## config.mk

```make
export PLATFORM = sky130hd
export DESIGN_NAME = dna_seq_matcher
export DESIGN_NICKNAME = d
export VERILOG_FILES = /design/src/rtl/dna_seq_matcher.sv
export SDC_FILE = /design/constraint.sdc
export NUM_CORES = 1
export LEC_CHECK = 0
export ABC_AREA = 1
export CAP_MARGIN = 15
export CELL_PAD_IN_SITES_DETAIL_PLACEMENT = 2
export CELL_PAD_IN_SITES_GLOBAL_PLACEMENT = 2
export CORE_UTILIZATION = 30
export CTS_BUF_LIST = sky130_fd_sc_hd__clkbuf_16
export DETAILED_ROUTE_END_ITERATION = 16
export GPL_ROUTABILITY_DRIVEN = 0
export PLACE_DENSITY_LB_ADDON = 0.1
export RECOVER_POWER = 25
export SYNTH_ARGS = -nofsm -noshare
export SYNTH_HDL_FRONTEND = slang
export SYNTH_SLANG_ARGS = --single-unit
```

## constraint.sdc

```tcl
create_clock -name clk -period 4.5 [get_ports clk]
set_input_delay 0.675 -clock clk [delete_from_list [all_inputs] [get_ports clk]]
set_output_delay 0.675 -clock clk [all_outputs]
set_load 0.01 [all_outputs]
```

## src/rtl/dna_seq_matcher.sv

```systemverilog
// dna_seq_matcher: streaming pattern matcher that counts hits of a programmable
// symbol pattern and locks once THRESH hits have been counted.
//
// Ports:
//   clk        - single clock, all state changes on its rising edge
//   reset      - asynchronous active-low reset
//   in_valid   - qualifies in
//   in         - incoming symbol
//   cfg_we     - pattern slot write strobe (slot cfg_idx <= cfg_char)
//   cfg_idx    - pattern slot index, 0 = first (oldest) symbol
//   cfg_char   - symbol written to slot cfg_idx
//   cfg_len_we - pattern length write strobe
//   cfg_len    - new pattern length
//   clr        - synchronous clear of count and history
//   cnt        - registered match count
//   match      - registered one-cycle pulse per counted match
//   danger     - combinational flag: locked, or this cycle's hit will lock
//
// Build option: define DNA_MATCH_OVERLAP_EN to count overlapping matches;
// by default history is discarded after each hit so matches never share symbols.
module dna_seq_matcher #(
    parameter int                          CHAR_W  = 8,
    parameter int                          MAX_LEN = 8,
    parameter int                          THRESH  = 3,
    parameter logic [MAX_LEN*CHAR_W-1:0]   DEF_PAT = "ATATGCGA",
    parameter int                          DEF_LEN = 8
) (
    input  logic                           clk,
    input  logic                           reset,
    input  logic                           in_valid,
    input  logic [CHAR_W-1:0]              in,
    input  logic                           cfg_we,
    input  logic [$clog2(MAX_LEN)-1:0]     cfg_idx,
    input  logic [CHAR_W-1:0]              cfg_char,
    input  logic                           cfg_len_we,
    input  logic [$clog2(MAX_LEN+1)-1:0]   cfg_len,
    input  logic                           clr,
    output logic [4:0]                     cnt,
    output logic                           match,
    output logic                           danger
);
    localparam int LW = $clog2(MAX_LEN + 1);

    // The compare window always includes the incoming symbol, so only the
    // newest MAX_LEN-1 accepted symbols can ever reach the comparator; the
    // fill counter still tracks up to MAX_LEN accepted symbols.
    logic [CHAR_W-1:0] hist_q [MAX_LEN-1];
    logic [CHAR_W-1:0] hist_d [MAX_LEN-1];
    logic [CHAR_W-1:0] pat_q  [MAX_LEN];
    logic [CHAR_W-1:0] pat_d  [MAX_LEN];
    logic [CHAR_W-1:0] win    [MAX_LEN];
    logic [LW-1:0]     fill_q, fill_d, len_q, len_d;
    logic [4:0]        cnt_q, cnt_d;
    logic              match_q, match_d;
    logic              accept, len_ok, eq, hit;

    // win[a] is the symbol a positions back from the incoming one
    always_comb begin
        win[0] = in;
        for (int a = 1; a < MAX_LEN; a++) win[a] = hist_q[a-1];
    end

    assign len_ok = (len_q != '0) && (int'(len_q) <= MAX_LEN);
    assign accept = in_valid && (int'(cnt_q) < THRESH) && !cfg_we && !cfg_len_we && !clr;

    // Newest symbol lines up with pattern slot len-1, older ones with lower slots
    always_comb begin
        eq = 1'b1;
        for (int a = 0; a < MAX_LEN; a++)
            if (len_ok && a < int'(len_q) && win[a] != pat_q[int'(len_q) - 1 - a]) eq = 1'b0;
    end

    assign hit    = accept && len_ok && (int'(fill_q) + 1 >= int'(len_q)) && eq;
    assign danger = (int'(cnt_q) == THRESH) || ((int'(cnt_q) == THRESH - 1) && hit);
    assign cnt    = cnt_q;
    assign match  = match_q;

    always_comb begin
        hist_d  = hist_q;
        pat_d   = pat_q;
        fill_d  = fill_q;
        len_d   = len_q;
        cnt_d   = cnt_q;
        match_d = 1'b0;
        if (clr) begin
            cnt_d  = '0;
            fill_d = '0;
        end else if (cfg_we || cfg_len_we) begin
            if (cfg_we && int'(cfg_idx) < MAX_LEN) pat_d[cfg_idx] = cfg_char;
            if (cfg_len_we) len_d = cfg_len;
            fill_d = '0;
        end else if (accept) begin
            hist_d[0] = in;
            for (int i = 1; i < MAX_LEN - 1; i++) hist_d[i] = hist_q[i-1];
            fill_d  = (int'(fill_q) == MAX_LEN) ? fill_q : fill_q + 1'b1;
            cnt_d   = cnt_q + 5'(hit);
            match_d = hit;
`ifndef DNA_MATCH_OVERLAP_EN
            if (hit) fill_d = '0;
`endif
        end
    end

    always_ff @(posedge clk or negedge reset) begin
        if (!reset) begin
            for (int j = 0; j < MAX_LEN - 1; j++) hist_q[j] <= '0;
            for (int j = 0; j < MAX_LEN; j++) pat_q[j] <= DEF_PAT[(MAX_LEN-1-j)*CHAR_W +: CHAR_W];
            fill_q  <= '0;
            len_q   <= LW'(DEF_LEN);
            cnt_q   <= '0;
            match_q <= 1'b0;
        end else begin
            hist_q  <= hist_d;
            pat_q   <= pat_d;
            fill_q  <= fill_d;
            len_q   <= len_d;
            cnt_q   <= cnt_d;
            match_q <= match_d;
        end
    end
endmodule

```

Word level (Yosys, flattened, before mapping)
Index checks and enable logic that the tools add are counted.

storage, ports and cells
  bits in latches = 0
  register bits after elaboration = 134
  memories = 0
  output and inout bits = 7
  bits in writable memories = 0
  logic and storage cells = 160
  input port bits = 29
  memory bits (read-only) = 0

cells by class
  reductions and logical operators = 39
  add/subtract/negate cells = 11
  mux-type cells = 46
  divide/modulo/power cells = 0
  equal/unequal tests = 13
  shifts and indexed selects = 0
  multipliers = 0
  bitwise gates (word level) = 11
  magnitude comparators = 21

operators by type and width
  kind                   number
  $ge A32 B4 Y1 const B  8
  $not A32 Y32           8
  $bmux W8 S3            8
  $mux W8                17
  $bwmux W64             1
  $ne A8 B8 Y1           8
  $logic_and A1 B1 Y1    26
  $demux W8 S3           1
  $sub A5 B4 Y6 const B  4
  $mux W4                5
  $lt A3 B4 Y1 const A   4
  $mux W5                3
  $sub A5 B3 Y6 const B  2
  $mux W1                11
  $eq A5 B3 Y1 const B   2
  $reduce_and A3 Y1      3
  $lt A1 B4 Y1 const A   2
  $lt A2 B4 Y1 const A   2
  $sub A5 B2 Y6 const B  1
  $add A4 B1 Y5 const B  1
  $add A5 B1 Y5          1
  $ge A5 B4 Y1           1
  $lt A5 B2 Y1 const B   1
  $sub A4 B1 Y5 const B  1
  15 further kinds       20

Longest topological paths before layout
  word-level depth = 20
  depth in mapped cells = 27
  mapped depth without buffers = 24

Worst setup path before layout
No wires, ideal clock.

  path kind = reg2out
  start = register len_q[0]
  end = output port danger
  setup slack = 1.020 ns
  arrival time = 2.805 ns
  required time = 3.825 ns
  stages on the path, launching flop included = 23
  path buffers = 4
  path through = dfrtp_1 inv_2 buf_6 buf_2 ha_1 inv_2 buf_6 nand2_1 nand2_2 buf_2 nand2_1 nand2_1 nand2_1 nand2_1 xor2_1 nand2_1 nor2_1 nand2_1 nand2_1 nand2_1 nor2_2 a21oi_1 nor3_1

between the ends
  longest elaborated chain between the ends = 18
  elaborated cells on any way between the ends = 89

ends and longest elaborated chain
  element                                                            RTL line  source
  start, declared                                                    52        logic [LW-1:0] fill_q, fill_d, len_q, len_d;
  start signal, assigned                                             109       len_q <= LW'(DEF_LEN);
  start signal, assigned                                             116       len_q <= len_d;
  $sub A4 B1 Y5                                                      70        if (len_ok && a < int'(len_q) && win[a] != pat_q[int'(len_q) - 1 - a]) eq = 1'b0;
  $sub A5 B2 Y6 or $not A32 Y32 (tied branches)                      70
  $not A32 Y32 (implied by the code) or $bmux W8 S3 (tied branches)  70
  $bmux W8 S3 or $mux W8 (tied branches)                             70
  $mux W8 (implied by the code)                                      70
  $mux W8 (implied by the code) or $ne A8 B8 Y1 (tied branches)      70
  $ne A8 B8 Y1 or $logic_and A1 B1 Y1 (tied branches)                70
  $logic_and A1 B1 Y1 or $mux W1 (tied branches)                     70
  $mux W1 (7 in series)                                              70
  $logic_and A1 B1 Y1 (*)                                            73        assign hit = accept && len_ok && (int'(fill_q) + 1 >= int'(len_q)) && eq;
  $logic_and A1 B1 Y1 (*)                                            74        assign danger = (int'(cnt_q) == THRESH) || ((int'(cnt_q) == THRESH - 1) && hit);
  $logic_or A1 B1 Y1 (*)                                             74
  end, declared                                                      40        output logic danger

Every way passes the cells marked *; elsewhere a longest branch is shown, timed or not. The select of a mux whose other input is x is not followed.

Final worst setup path
Same ends and word-level chain as after synthesis.

==> results.sh <==
export IMPL_status="complete, but fails checks"
export IMPL_violations="capacitance limit, slew limit"
export IMPL_dp_cells=1920
export IMPL_rsz0062_at_grt="false"
export IMPL_crit_type="reg2out"
export IMPL_cp_num_cells=19
export IMPL_vdd_ir_drop_max_mv=0.420
export IMPL_arrival_ns=3.53
export IMPL_die_area_mm2=0.0320
export IMPL_syn_inst=1523
export IMPL_wl_mm=37.8
export IMPL_nets=1585
export IMPL_viasPerCell=5.04
export IMPL_grtUsageTotal_pct=25.2
export IMPL_crit_chain="inv_2, ha_1, inv_2, buf_6, nand3_1, nand2_1, nand2_1, nand2_1, nand2_1, nand2_1, nand2_1, nor2_1, nand2_1, nand2_1, nand2_1, o21bai_2, a21oi_1, nor3_1, clkbuf_2"
export IMPL_cpPeakStageDelay_ns=0.43
export IMPL_pwr_share_clk_pct=27.8
export IMPL_finalHoldViolations=0
export IMPL_power_switching_share_pct=43.3
export IMPL_antenna_found_initial=0
export IMPL_dr_pass1_iters=4
export IMPL_maxCapViolations=1
export IMPL_p_per_area_mw_per_mm2=520
export IMPL_vias=9838
export IMPL_crit_family="simple AND/OR/NAND/NOR gates"
export IMPL_relSlewSlack_pct=-44.9
export IMPL_crit_top_cell="nand2_1"
export IMPL_post_cts_buffers=0
export IMPL_end_kind="primary output"
export IMPL_ys_seq_elements=134
export IMPL_drive_gt1_share_pct=6.94
export IMPL_cts_path_max_buffers=2
export IMPL_cp_buffers_inverters=4
export IMPL_finalMaxSlewViolations=79
export IMPL_overflow=0
export IMPL_synth_warnings=0
export IMPL_yosysSeqAreaShare_pct=36.0
export IMPL_dpl_worst_slack_ns=0.295
export IMPL_syn_avg_cell_area_um2=6.17
export IMPL_detail_route_antenna_nets=0
export IMPL_hold_class="reg2reg"
export IMPL_core_area_mm2=0.0307
export IMPL_clk_latency_ns=0.45
export IMPL_rows=64
export IMPL_power_leakage_nw=5.59
export IMPL_grt_pass1_wl_mm=59.6
export IMPL_fin_crit_ns=4.20
export IMPL_intPower_w=0.00321
export IMPL_cp_max_fo=16
export IMPL_io_buffers=35
export IMPL_syn_nets=1565
export IMPL_fp_dieH_um=179
export IMPL_tightest_slew_ns=2.17
export IMPL_initial_core_util_pct=30.6
export IMPL_startpoint_type="flip-flop"
export IMPL_comb_power_share_pct=41.2
export IMPL_whs_path_depth=2
export IMPL_die_w_um=179
export IMPL_drtIter0Drc=548
export IMPL_setup_ws_ns=0.296
export IMPL_clk_pin_slew_ns=0.06
export IMPL_cts_htree_levels=4
export IMPL_syn_area_mm2=0.00939
export IMPL_skew_ns=0.00769
export IMPL_fin_crit_sh_pct=93.4
export IMPL_fin_tns_setup_ns=0
export IMPL_power_switching_w=0.00245
export IMPL_ios=36
export IMPL_synthToLayoutAreaGrowth_pct=16.0
export IMPL_power_share_sequential_pct=31.0
export IMPL_cts_made_buffers=17
export IMPL_wl_per_cell_um=19.4
export IMPL_grt_pass1_vias=10087
export IMPL_grt_max_degree=104
export IMPL_root_buffer="clkbuf_16"
export IMPL_reg2regPathDepth=16
export IMPL_fillers=3799
export IMPL_hold_buffers=0
export IMPL_p_total_w=0.00566
export IMPL_worstPathRequired_ns=3.83
export IMPL_placed_cell_area_mm2=0.0102
export IMPL_stdcell_count=1953
export IMPL_hpwl_mm=29.5
export IMPL_cts_tree="done"
export IMPL_setup_viol=0
export IMPL_ys_types=31
export IMPL_fmax_ghz=0.238
export IMPL_drc_errors=0
export IMPL_slowest_stage="dfrtp_2"
export IMPL_final_cell_area_mm2=0.0109
export IMPL_cts_sinks=134
cell families (layout without fill, tap and decap cells):
group           count (synthesis)  in the layout  synth area share [%]
fa+ha+maj                      13             13                  1.73
flops                         134            134                  36.0
buf+inv                       200            233                  9.10
other cells                     0              1                     0
xor+xnor                        8              8                 0.746
simple gates                 1013           1013                  43.8
compound gates                155            155                  8.62
synth_stat cells:
cell type | number | area share (%)
a211oi_1 | 2 | 0.16
a21boi_0 | 1 | 0.080
a21oi_1 | 21 | 1.1
a21oi_4 | 1 | 0.17
a22o_1 | 1 | 0.093
a32o_1 | 1 | 0.11
and3_1 | 1 | 0.067
buf_2 | 23 | 1.2
buf_4 | 12 | 0.96
buf_6 | 4 | 0.48
clkbuf_1 | 26 | 1.0
dfrtp_1 | 110 | 29
dfstp_2 | 24 | 6.7
ha_1 | 13 | 1.7
inv_1 | 132 | 5.3
inv_2 | 3 | 0.12
nand2_1 | 737 | 29
nand2_2 | 4 | 0.27
nand3_1 | 196 | 10
nand3b_1 | 6 | 0.48
nand4_1 | 4 | 0.27
nor2_1 | 55 | 2.2
nor2_2 | 2 | 0.13
nor3_1 | 6 | 0.32
nor4_1 | 1 | 0.067
o21ai_0 | 118 | 6.3
o21ai_1 | 9 | 0.48
o21bai_2 | 1 | 0.12
or2_2 | 1 | 0.067
xnor2_1 | 4 | 0.37
xor2_1 | 4 | 0.37
power by group through the flow:
stage                     sequential [W]  clock (W)  combinational (W)
final                            0.00175    0.00157            0.00233
after global placement           0.00176          0            0.00222
after detailed placement         0.00177          0            0.00232
after floorplan                  0.00165          0            0.00157
after CTS                        0.00176    0.00161            0.00234
after global routing             0.00179    0.00165            0.00265
registers in the layout (all words and copies together), names as in the netlist:
name    flops
match       1
pat_q      64
fill_q      4
len_q       4
cnt         5
hist_q     56
worst min-delay path: cells and delay by family (launching register included):
family          cells  cell delay (ns)
compound gates      1             0.07
flops               1             0.38
simple gates        1             0.05
final timing paths:
path	start	to	slack (ns)
max	len_q[0]$_DFFE_PN0P_	danger	0.30
min	pat_q[26]$_DFFE_PN1P_	pat_q[26]$_DFFE_PN1P_	0.51
max reg2reg	len_q[0]$_DFFE_PN0P_	cnt[1]$_DFFE_PN0P_	0.67
min reg2reg	pat_q[26]$_DFFE_PN1P_	pat_q[26]$_DFFE_PN1P_	0.51
max in group asynchronous	reset	pat_q[40]$_DFFE_PN1P_	2.15
min in group asynchronous	reset	pat_q[19]$_DFFE_PN0P_	0.83
what timing repair did:
| item | CTS | global route |
|---|---|---|
| cloned | 0 | 0 |
| setup endpoints to repair | 1 | 1 |
| gates resized for setup | 4 | 14 |
area by class of cell:
| cell class | instances | area [um^2] | share of cell area (%) |
|---|---|---|---|
| Inverter | 135 | 507 | 4.65 |
| Clock buffer | 17 | 425 | 3.91 |
| Clock inverter | 15 | 210 | 1.93 |
| Antenna cell | 1 | 2.50 | 0.0230 |
| Timing Repair Buffer | 66 | 671 | 6.16 |
| Multi-Input combinational cell | 1189 | 5200 | 47.7 |
| Sequential cell | 134 | 3380 | 31.1 |
| Tap cell | 396 | 495 | 4.55 |
per-stage QoR:
stage,hold WS (ns),utilization [%]
floorplan,0.379,-
global placement,0.491,33.3
detailed placement,0.500,33.3
CTS,0.299,35.4
global route,0.540,35.5
finish,0.507,35.5
placed cells by master (no fill, tap or decap), types with 4 or more instances in the layout:
cell | synthesis | layout
bufinv_16 | 0 | 5
o21ai_1 | 9 | 8
buf_4 | 12 | 20
a21oi_1 | 21 | 21
nor2_2 | 2 | 4
nand3_1 | 196 | 196
inv_1 | 132 | 133
xnor2_1 | 4 | 4
ha_1 | 13 | 13
o21ai_0 | 118 | 118
dfstp_2 | 24 | 24
nand2_1 | 737 | 734
buf_12 | 0 | 6
nand2_2 | 4 | 6
xor2_1 | 4 | 4
nand3b_1 | 6 | 6
clkbuf_16 | 0 | 17
buf_6 | 4 | 4
nor2_1 | 55 | 52
clkdlybuf4s50_1 | 0 | 33
nand4_1 | 4 | 4
dfrtp_1 | 110 | 109
layer usage:
metal  vias to the layer above  part of all wire [%]  GRT usage (%)
li1                       4831                     -              -
met1                      4885                    55           39.2
met2                        88                    41           35.6
met3                        34                   2.1           3.01
met4                         0                   1.9           7.38
met5                         -                     0              0
Power figures use the tool's default switching activity.
